**src/rtl/refill_pkg.sv**
```systemverilog
// refill_pkg: state encoding and default widths shared by the refill line buffer files.
package refill_pkg;
   typedef enum logic [1:0] {IDLE, FILL, DONE} state_t;
   localparam int DEF_DATA_W = 32;
endpackage

```
**src/rtl/fetch_window_mux.sv**
```systemverilog
// fetch_window_mux: selects the fetch window from a line; cached windows stop at the line end, uncached uses word 0 only.
module fetch_window_mux
   import refill_pkg::*;
#(
   parameter int DATA_W      = DEF_DATA_W,
   parameter int LINE_WORDS  = 4,
   parameter int FETCH_WORDS = 2
) (
   input  logic [$clog2(LINE_WORDS)-1:0]  offset,
   input  logic                           uncached,
   input  logic [LINE_WORDS*DATA_W-1:0]   line,
   output logic [FETCH_WORDS*DATA_W-1:0]  fetch_data,
   output logic [FETCH_WORDS-1:0]         fetch_mask
);
   localparam int OW = $clog2(LINE_WORDS);
   logic [DATA_W-1:0] words [LINE_WORDS];
   for (genvar k = 0; k < LINE_WORDS; k++) begin : g_word
      assign words[k] = line[k*DATA_W +: DATA_W];
   end
   for (genvar i = 0; i < FETCH_WORDS; i++) begin : g_win
      logic [OW:0] pos;
      assign pos = uncached ? '0 : {1'b0, offset} + (OW+1)'(i);
      assign fetch_mask[i] = uncached ? (i == 0) : (pos < (OW+1)'(LINE_WORDS));
      assign fetch_data[i*DATA_W +: DATA_W] = fetch_mask[i] ? words[pos[OW-1:0]] : '0;
   end
endmodule

```
**src/rtl/refill_line_buffer.sv**
```systemverilog
// refill_line_buffer: collects an AXI read burst into a cache line and presents the requested fetch window.
// Optional macro REFILL_EARLY_FWD_EN raises fetch_valid as soon as the window's words have arrived.
module refill_line_buffer
   import refill_pkg::*;
#(
   parameter int DATA_W      = DEF_DATA_W,
   parameter int LINE_WORDS  = 4,
   parameter int FETCH_WORDS = 2
) (
   input  logic                           clk,
   input  logic                           rstn,
   input  logic                           start,
   input  logic [$clog2(LINE_WORDS)-1:0]  offset,
   input  logic                           uncached,
   input  logic                           rvalid,
   input  logic                           rlast,
   input  logic [DATA_W-1:0]              rdata,
   input  logic                           consume,
   output logic                           rready,
   output logic                           busy,
   output logic                           line_valid,
   output logic [LINE_WORDS*DATA_W-1:0]   line_data,
   output logic [FETCH_WORDS*DATA_W-1:0]  fetch_data,
   output logic [FETCH_WORDS-1:0]         fetch_mask,
   output logic                           fetch_valid,
   output logic                           err
);
   localparam int OW = $clog2(LINE_WORDS);
   state_t state, nxt;
   logic [OW:0] beat_cnt;
   logic [OW-1:0] off_q;
   logic unc_q;
   logic [LINE_WORDS-1:0][DATA_W-1:0] line_q;
   logic [FETCH_WORDS-1:0] win_mask;
   logic acc, start_ok, drop, short_burst;
   assign rready      = state == FILL;
   assign busy        = state != IDLE;
   assign line_valid  = state == DONE;
   assign line_data   = line_q;
   assign acc         = rvalid && rready;
   assign start_ok    = start && state != FILL;
   assign drop        = unc_q ? beat_cnt != '0 : beat_cnt == (OW+1)'(LINE_WORDS);
   assign short_burst = !unc_q && beat_cnt < (OW+1)'(LINE_WORDS-1);
   assign fetch_mask  = win_mask & {FETCH_WORDS{busy}};
   always_comb begin
      nxt = state;
      if (state == FILL)
         nxt = (acc && rlast) ? DONE : FILL;
      else
         nxt = start ? FILL : (state == DONE && consume) ? IDLE : state;
   end
   always_ff @(posedge clk or negedge rstn) begin
      if (!rstn) begin
         state    <= IDLE;
         beat_cnt <= '0;
         off_q    <= '0;
         unc_q    <= 1'b0;
         err      <= 1'b0;
         line_q   <= '0;
      end else begin
         state <= nxt;
         if (start_ok) begin
            beat_cnt <= '0;
            off_q    <= offset;
            unc_q    <= uncached;
            err      <= 1'b0;
         end else if (acc) begin
            if (drop) begin
               err <= 1'b1;
            end else begin
               line_q[beat_cnt[OW-1:0]] <= rdata;
               beat_cnt <= beat_cnt + 1'b1;
            end
            if (rlast && short_burst) err <= 1'b1;
         end
      end
   end
   fetch_window_mux #(
      .DATA_W(DATA_W), .LINE_WORDS(LINE_WORDS), .FETCH_WORDS(FETCH_WORDS)
   ) u_mux (
      .offset(off_q), .uncached(unc_q), .line(line_q),
      .fetch_data(fetch_data), .fetch_mask(win_mask)
   );
`ifdef REFILL_EARLY_FWD_EN
   // Track which line words hold data from the current burst, so the window can be forwarded early.
   logic [LINE_WORDS-1:0] wr_mask, req_mask;
   always_ff @(posedge clk or negedge rstn) begin
      if (!rstn)
         wr_mask <= '0;
      else if (start_ok)
         wr_mask <= '0;
      else if (acc && !drop)
         wr_mask[beat_cnt[OW-1:0]] <= 1'b1;
   end
   always_comb begin
      req_mask = '0;
      for (int k = 0; k < LINE_WORDS; k++)
         req_mask[k] = unc_q ? (k == 0) : (k >= int'(off_q) && k < int'(off_q) + FETCH_WORDS);
   end
   assign fetch_valid = line_valid || (state == FILL && &(wr_mask | ~req_mask));
`else
   assign fetch_valid = line_valid;
`endif
endmodule

```
**config.mk**
```make
export PLATFORM = sky130hd
export DESIGN_NAME = refill_line_buffer
export DESIGN_NICKNAME = d
export VERILOG_FILES = /design/src/rtl/refill_pkg.sv /design/src/rtl/fetch_window_mux.sv /design/src/rtl/refill_line_buffer.sv
export SDC_FILE = /design/constraint.sdc
export NUM_CORES = 1
export LEC_CHECK = 0
export ABC_AREA = 1
export CORE_UTILIZATION = 40
export DETAILED_ROUTE_END_ITERATION = 10
export PLACE_DENSITY = 0.75
export SYNTH_ARGS = -nofsm -noshare
export SYNTH_HDL_FRONTEND = slang
export SYNTH_SLANG_ARGS = --single-unit
```
**constraint.sdc**
```tcl
create_clock -name clk -period 2.1 [get_ports clk]
set_input_delay 0.63 -clock clk [delete_from_list [all_inputs] [get_ports clk]]
set_output_delay 0.63 -clock clk [all_outputs]
set_load 0.05 [all_outputs]
```
# Word level (Yosys, flattened, before mapping)
# Index checks and enable logic that the tools add are counted.
# totals
register_bits	137
output_inout_bits	199
elab_cells	71
# classes
n_addsub	2
order_cmp	7
eq_ne	5
muxes	27
n_bitwise	5
reduce_logical	16
# ops
op	n
$mux W32	7
$bmux W32 S2	2
$bwmux W128	1
$demux W32 S2	1
$mux W3	4
$mux W2	5
$reduce_bool A3 Y1	3
$logic_and A1 B1 Y1	7
$mux W1	7
$ge A3 B3 Y1 const B	2
$lt A3 B3 Y1 const B	2
$not A2 Y3	2
$reduce_and A2 Y1	2
$reduce_bool A2 Y1	2
$add A2 B1 Y3 const B	1
$add A3 B1 Y3 const B	1
$eq A3 B3 Y1 const B	1
$lt A2 B3 Y1 const B	1
$lt A3 B2 Y1 const B	1
$reduce_and A3 Y1	1
$and A2 B2 Y2	1
$eq A2 B1 Y1 const B	1
$eq A2 B2 Y1 const B	1
$ge A2 B1 Y1 const B	1
4 further kinds	5

# Logic depth before layout (Yosys ltp)
# Gate-level depths: netlist (run 1).
# depth
depth_word	7
depth_mapped	11
mapped_depth_nobuf	10

# Cells and area by module
# From an unflattened synthesis (run 1), not the netlist that was laid out.
# hier_totals
cells_unflattened	1085
area_unflattened_um2	7810.0
# modules_own_cells
module	instances	cells_per_inst	area_per_inst_um2	seq_area_each_um2
refill_line_buffer	1	516	5260.0	3428.3
fetch_window_mux	1	569	2549.9	0.0

# Worst setup path before layout (run 1)
# Ideal clock, no wire load.
# synth_timing
path_kind	register -> output
startpoint	register off_q[0]
endpoint	output port fetch_data[33]
arrival_time_ns	1.978
slack_ns	-0.508
path_stages_with_launch	6
path_buffers	2
cell_sequence	dfrtp_1 > ha_1 > or2_2 > clkbuf_1 > clkbuf_1 > a21oi_1
# synth_via
elab_chain_len	7
# synth_rtl
element	line_no	text
from (decl)	refill_line_buffer.sv:31	logic [OW-1:0] off_q;
from (signal assigned)	refill_line_buffer.sv:64	off_q <= offset;
$add A2 B1 Y3 (*)	fetch_window_mux.sv:22	assign pos = uncached ? '0 : {1'b0, offset} + (OW+1)'(i);
$mux W3 (*)	fetch_window_mux.sv:22	
$not A2 Y3 (not written as such)	fetch_window_mux.sv:24	assign fetch_data[i*DATA_W +: DATA_W] = fetch_mask[i] ? words[pos[OW-1:0]] : '0;
$bmux W32 S2	fetch_window_mux.sv:24	
$mux W32 (not written as such) (2 in series)	fetch_window_mux.sv:24	
$mux W32 (*)	fetch_window_mux.sv:24	
to (decl)	refill_line_buffer.sv:23	output logic [FETCH_WORDS*DATA_W-1:0] fetch_data,
# Every way passes the cells marked *; elsewhere a longest branch is shown, timed or not. The select of a mux whose other input is x is not followed.

# Worst setup path after layout (run 1)
# layout_timing
startpoint	register off_q[0]
endpoint	output port fetch_data[40]
# Same word-level chain as after synthesis.

==> results.cfg, run 1 <==
[placement]
finalWeightedCongestion = 0.854
detailed_place_hpwl_um = 19500
place_ws_ps = -77.1
io_buffers = 239
dp.cells = 1595

[logic_synthesis]
netlist_area_mm2 = 0.00773
syn_inst = 1112
yosys_warnings = 0
synth_nets = 1158
yosysSeqAreaShare = 0.443
syn_avg_cell_area_um2 = 6.96
synth_seq_cells = 137
yosysUniqueCellTypes = 21

[clock_tree]
hold_buffers = 0
cts_buffers = 17
clock-sinks = 137
clk_pin_slew_ps = 60
cts_tree = yes
clk-insertion-delay-late_ps = 410
ctsLongestPathBuffers = 2
root_buffer = clkbuf_16
cts_max_level = 4

[global_route]
grt_use_met2 = 0.506
grt.overflow.total = 0
grt_util_met1 = 0.384
grt_max_degree = 47
met3_usage = 0.0571
grt_pass1_wl_um = 46200
antenna_found_initial = 0
busiest_layer = met2
grt_pass1_vias = 8438
track_usage = 0.301

[timing]
finalSetupViolations = 65
max_clock_freq_mhz = 383
period_needed_ps = 2610
hold_violations = 0
slew_violations = 0
relSlewSlack = 0.684
clock_skew_ps = 7.72
tightest_slew_ps = 474
layout_setup_ws_ps = -514
finalCritPeriodShare = 1.24
rsz0062_at_grt = yes

[worst_setup_path]
critPathLaunchType = register
cp.required_ps = 1470
endpoint_kind = primary output
cp_max_fo = 30
arrival_ps = 1980
path_class = reg2out

[layout]
nets = 1407
final_cells = 1634
drive_above_1_share = 0.306
antennaDiodeCount = 0
area_growth_pct = 63.7

[run_status]
failed_checks = setup timing
status = finished, violations left

[drt]
wl_um = 29300
route.detailed.wl_per_inst_um = 17.9
via_per_inst = 5.24
drt-initial-drc-count = 571
via_count = 8559
drc = 0
first_pass_iters = 5
ant_nets = 0

[die]
pin_count = 240
die-area_mm2 = 0.0199
die_w_um = 141
core-area_mm2 = 0.0188
num_rows = 50
initial_core_util = 0.411
fp.dieH_um = 141

[hold_path]
hp-class = in2async

[run]
maxCapViolations = 0
-- final timing paths --
path	start	to	slack [ps]	cells after the start
max	off_q[0]	fetch_data[40]	-510	7
min	rstn	line_data[60]	140	1
max reg2reg	beat_cnt[0]	line_data[103]	160	10
min reg2reg	line_data[27]	line_data[27]	500	2
max in group asynchronous	rstn	line_data[45]	1390	2
min in group clk	line_data[27]	line_data[27]	500	2
-- layout make-up --
| class | instances | area (um2) |
|---|---|---|
| Timing Repair Buffer | 297 | 3620 |
| Fill cell | 1478 | 6170 |
| Inverter | 85 | 324 |
| Multi-Input combinational cell | 823 | 4270 |
| Clock inverter | 11 | 215 |
| Clock buffer | 21 | 470 |
| Tap cell | 260 | 325 |
| Sequential cell | 137 | 3430 |
-- per-stage QoR --
stage	cell area, um2	utilization	TNS [ps]	hold slack [ps]
after floorplan	8220	-	-1090	334
after global placement	11600	0.615	-456	480
after detailed placement	11600	0.615	-2870	486
after CTS	12600	0.669	-29740	147
after global routing	12700	0.672	-34970	172
final	12700	0.672	-29890	145
-- logic make-up after synthesis --
logic type	count (synthesis)	synth area share
buffers and inverters	152	0.0846
adder cells (fa/ha/maj)	5	0.00809
AND/OR/NAND/NOR	682	0.355
flip-flops	137	0.443
AO/OA/AOI/OAI	136	0.109
-- cells in the final DEF (no fill, tap or decap), types with 5 or more instances in the layout --
cell type	count
nand2_1	530
buf_4	152
dfrtp_1	136
buf_12	94
inv_1	79
o211ai_1	64
nor2_1	54
clkdlybuf4s50_1	39
a21oi_4	33
or2_2	32
nand3_1	23
o21ai_2	17
clkbuf_16	17
o21ai_1	15
nor2_4	12
nor2_2	10
nand3_2	9
buf_6	7
o21ai_0	6
bufinv_16	6
nand2_2	5
-- metal layers --
layer	vias up	wire length (um)
met1	4131	12000
met2	394	14200
met5	-	0
met4	0	705
met3	55	2430
li1	3979	-
-- worst max-delay path: stages, from the launching register on --
cell and delay, ps:
dfrtp_1 420, ha_4 310, nand2_8 100, buf_12 180
nor2_2 130, o21ai_2 80, a21oi_4 180, buf_12 150
-- what timing repair did --
item	CTS	global route
pin swaps	31	8
cloned	4	0
buffers inserted	3	0
setup endpoints to repair	65	67
resized for setup	51	19
-- flip-flops by register name, summed over array words and instances (netlist names) --
signal / count
state: 2
beat_cnt: 3
off_q: 2
line_data: 128
err: 1
unc_q: 1
-- cell usage after synthesis, drive strengths merged --
library cell,instances,share of area
a21oi,34,0.022
buf,39,0.029
clkbuf,28,0.014
dfrtp,137,0.44
ha,5,0.0081
inv,85,0.042
nand2,539,0.26
nand3,33,0.021
nand4,1,0.00081
nor2,76,0.042
o211ai,64,0.062
o21ai,38,0.025
or2,33,0.027
Power of run 1 is not shown: default switching activity piles up to over one toggle a cycle in this logic, so the estimate is an artifact.
==> run 2, diff against run 1 <==
CTS_CLUSTER_DIAMETER = 150   (was not set)
RECOVER_POWER = 100   (was not set)
==> results.cfg, run 2 (synthesis gave the netlist of run 1 again) <==
[clock_tree]
clk-insertion-delay-late_ps = 420
cts_buffers = 17
root_buffer = clkbuf_16
ctsLongestPathBuffers = 2
hold_buffers = 0
clk_pin_slew_ps = 60
cts_tree = yes
cts_max_level = 4
clock-sinks = 137

[worst_setup_path]
arrival_ps = 1980
crit_start = off_q[0]
critPathBufInv = 2
critical-path-top-delay-family = flip-flops
critPathLaunchType = register
cp_slowest_stage_delay_ps = 420
cpMostUsedCell = buf_12
path_class = reg2out
cp_max_fo = 30
path_depth = 7
path_cells = ha_4, nand2_8, buf_12, nor2_2, o21ai_2, a21oi_4, buf_12
reg2reg_depth = 10
cp_slowest_cell = dfrtp_1
regToRegSetupSlack_ps = -120
endpoint_kind = primary output
r2r_end = line_data[103]
cp.required_ps = 1470
r2r-start = beat_cnt[0]

[layout]
antennaDiodeCount = 0
nets = 1407
area_growth_pct = 57.6
fin_area_mm2 = 0.0122
mostFrequentLayoutCell = nand2_1
drive_above_1_share = 0.270
final_cell_mix = 531 x nand2_1, 136 x dfrtp_1, 95 x clkbuf_2, 91 x buf_12, 80 x inv_1
largest_register_ffs = 128
fillers = 1583
final_cells = 1634

[timing]
finalCritPeriodShare = 1.24
max_clock_freq_mhz = 383
tightest_slew_ps = 1220
slew_violations = 0
timing.hold.ws_ps = 461
hold_violations = 0
rsz0062_at_grt = yes
clock_skew_ps = 7.14
period_needed_ps = 2610
relSlewSlack = 0.185
finalSetupViolations = 100
layout_setup_ws_ps = -514

[placement]
placedInstanceArea_mm2 = 0.0116
io_buffers = 239
finalWeightedCongestion = 0.854
dp.cells = 1595
place_ws_ps = -77.1
detailed_place_hpwl_um = 19500

[drt]
via_count = 8535
wl_um = 29200
drc = 0
first_pass_iters = 5
drt-initial-drc-count = 594
route.detailed.wl_per_inst_um = 17.9
ant_nets = 0
via_per_inst = 5.22

[die]
num_rows = 50
core-area_mm2 = 0.0188
initial_core_util = 0.411
die-area_mm2 = 0.0199
die_w_um = 141
pin_count = 240
fp.dieH_um = 141

[global_route]
grt_pass1_vias = 8438
busiest_layer = met2
grt_max_degree = 47
track_usage = 0.301
grt_use_met2 = 0.506
antenna_found_initial = 0
grt_pass1_wl_um = 46200
met3_usage = 0.0571
grt_util_met1 = 0.384
grt.overflow.total = 0

[run_status]
status = finished, violations left
failed_checks = setup timing

[hold_path]
hp-class = in2async

[run]
maxCapViolations = 0
[run 2: how the worst max path moves through the flow]
stage	end	slack [ps]
after detailed placement	fetch_data[20]	-80
final	fetch_data[40]	-510
after global placement	fetch_data[32]	-30
after floorplan	fetch_data[10]	-30
after CTS	fetch_data[38]	-500
after global routing	fetch_data[37]	-590
[run 2: per-layer routing]
metal,wire length (um),vias up
met5,0,-
met4,767,0
met3,2400,62
met2,14100,421
met1,12000,4081
li1,-,3971
[run 2: timing repair]
item	CTS	global route
pin swaps	31	8
gates cloned	4	0
buffers inserted	3	0
endpoints found under the setup margin	65	67
resized for setup	51	19
[run 2: worst reg2reg max path: stages, from the launching register on]
cell and delay, ps:
dfrtp_1 410, inv_1 140, ha_1 250, inv_1 110
nand2_1 80, nand2_1 60, nand2_1 400, inv_4 120
nand2_4 340, nand2_1 160, nand2_1 100
[run 2: metrics by stage]
| step | utilization | TNS [ps] |
|---|---|---|
| 6_report | 0.647 | -31820 |
| 2_1_floorplan | - | -1090 |
| 5_1_grt | 0.647 | -52370 |
| 3_3_place_gp | 0.615 | -456 |
| 3_5_place_dp | 0.615 | -2870 |
| 4_1_cts | 0.669 | -29740 |
[run 2: area by class of cell]
| type | instances | area, um2 | share of cell area |
|---|---|---|---|
| multi-input cells | 823 | 4260 | 0.349 |
| flip-flops and latches | 137 | 3430 | 0.281 |
| repair buffers | 297 | 3170 | 0.260 |
| clock buffers | 21 | 470 | 0.0386 |
| well taps | 260 | 325 | 0.0267 |
| inverters | 85 | 324 | 0.0266 |
| clock inverters | 11 | 215 | 0.0177 |
Power of run 2 is left out for the same reason.
==> run 3, diff against run 2 <==
CORE_MARGIN = 10   (was not set)
clock period = 3.2 ns   (was 2.1 ns; I/O delays follow)
==> results.cfg, run 3 (synthesis gave the netlist of run 1 again) <==
[run_status]
status = finished, violations left
failed_checks = capacitance limit, slew limit

[placement]
place_ws_ps = 401
detailed_place_hpwl_um = 20300
io_buffers = 239
finalWeightedCongestion = 0.830

[die]
fp.dieH_um = 159
initial_core_util = 0.409
core-area_mm2 = 0.0189
num_rows = 50
die-area_mm2 = 0.0253
die_w_um = 159
pin_count = 240

[global_route]
grt_pass1_wl_um = 45600
grt_max_degree = 64
grt.overflow.total = 0
track_usage = 0.223
antenna_found_initial = 0
grt_pass1_vias = 7861

[timing]
finalSetupViolations = 0
hold_violations = 0
layout_setup_ws_ps = 93.1
tightest_slew_ps = 1610
clock_skew_ps = 11.0
max_clock_freq_mhz = 322
finalCritPeriodShare = 0.971
relSlewSlack = -0.0738
slew_violations = 64
period_needed_ps = 3110

[layout]
area_growth_pct = 48.8
nets = 1375
final_cell_mix = 535 x nand2_1, 136 x dlygate4sd3_1, 135 x dfrtp_1, 80 x inv_1, 70 x nor2_1
largest_register_ffs = 128
utilization = 0.609
antennaDiodeCount = 0
mostFrequentLayoutCell = nand2_1
drive_above_1_share = 0.130

[hold_path]
min_from = line_data[8]
hp-class = reg2reg

[worst_setup_path]
path_class = reg2out
r2r-start = beat_cnt[0]
critPathLaunchType = register
cp_max_fo = 32
cp_slowest_stage_delay_ps = 450
crit_start = off_q[0]
cp.required_ps = 2240
endpoint_kind = primary output
path_cells = ha_1, nand2_2, buf_6, nand3_1, a21oi_1, buf_12
cp_slowest_cell = dfrtp_2
arrival_ps = 2150

[clock_tree]
clk-insertion-delay-late_ps = 420
ctsLongestPathBuffers = 2
clk_pin_slew_ps = 60
root_buffer = clkbuf_16
cts_tree = yes
cts_max_level = 4
clock-sinks = 137
hold_buffers = 0
cts_buffers = 17

[drt]
ant_nets = 0
via_count = 8221
route.detailed.wl_per_inst_um = 18.2
wl_um = 29100
drt-initial-drc-count = 433
drc = 0
first_pass_iters = 5
via_per_inst = 5.13

[run]
maxCapViolations = 1
run 3: changes by cell type in the layout (fill, tap and decap cells not counted), moves of 17 or more:
cell           previous run  this run
clkbuf_2                 95         6
a21oi_1                   1        32
o21ai_0                   6        38
buf_12                   91        62
o21ai_2                  17         0
a21oi_4                  33         0
clkbuf_1                 45         2
dlygate4sd3_1             2       136
run 3: area by class of cell:
class                           instances  area (um2)
Clock inverter                         14         150
Timing Repair Buffer                  265        3190
Clock buffer                           18         429
Tap cell                              260         325
Inverter                               85         320
Multi-Input combinational cell        823        3660
Sequential cell                       137        3430
Fill cell                            1698        7380
run 3: worst paths after layout:
| path | cells after the start | slack (ps) | to |
|---|---|---|---|
| worst max-delay path | 6 | 90 | fetch_data[36] |
| worst min-delay path | 2 | 490 | line_data[8] |
| worst max register to register | 11 | 400 | line_data[52] |
| worst min register to register | 2 | 490 | line_data[8] |
| max in group asynchronous | 2 | 540 | line_data[0] |
| min in group asynchronous | 1 | 930 | line_data[7] |
run 3: timing repair:
action / in CTS / in global routing
setup endpoints to repair: 33 / 61
pin swaps: 0 / 2
buffers inserted: 0 / 1
gates resized for setup: 2 / 6
run 3: per-layer routing:
layer  track usage  vias to the layer above  part of all wire  wire length [um]
met2         0.379                      339              0.49             14200
met4        0.0615                        0             0.019               555
met1         0.268                     3929              0.41             11800
met5             0                        -                 0                 0
met3        0.0633                       45             0.086              2500
li1              -                     3908                 -                 -
run 3: critical path: cells and delay by family, from the launching register on:
family | cells | cell delay (ps)
flops | 1 | 450
simple gates | 2 | 240
compound gates | 1 | 270
fa+ha+maj | 1 | 320
buf+inv | 2 | 430
run 3: per-stage QoR:
step | TNS (ps) | std cells | instance area (um2) | hold slack, ps
global placement | 0 | 1569 | 11100 | 480
detailed placement | 0 | 1569 | 11100 | 484
floorplan | 0 | 1112 | 7730 | 509
global route | -0.620 | 1602 | 11500 | 525
finish | 0 | 1602 | 11500 | 494
CTS | 0 | 1601 | 11600 | 500
Power of run 3 is left out for the same reason.
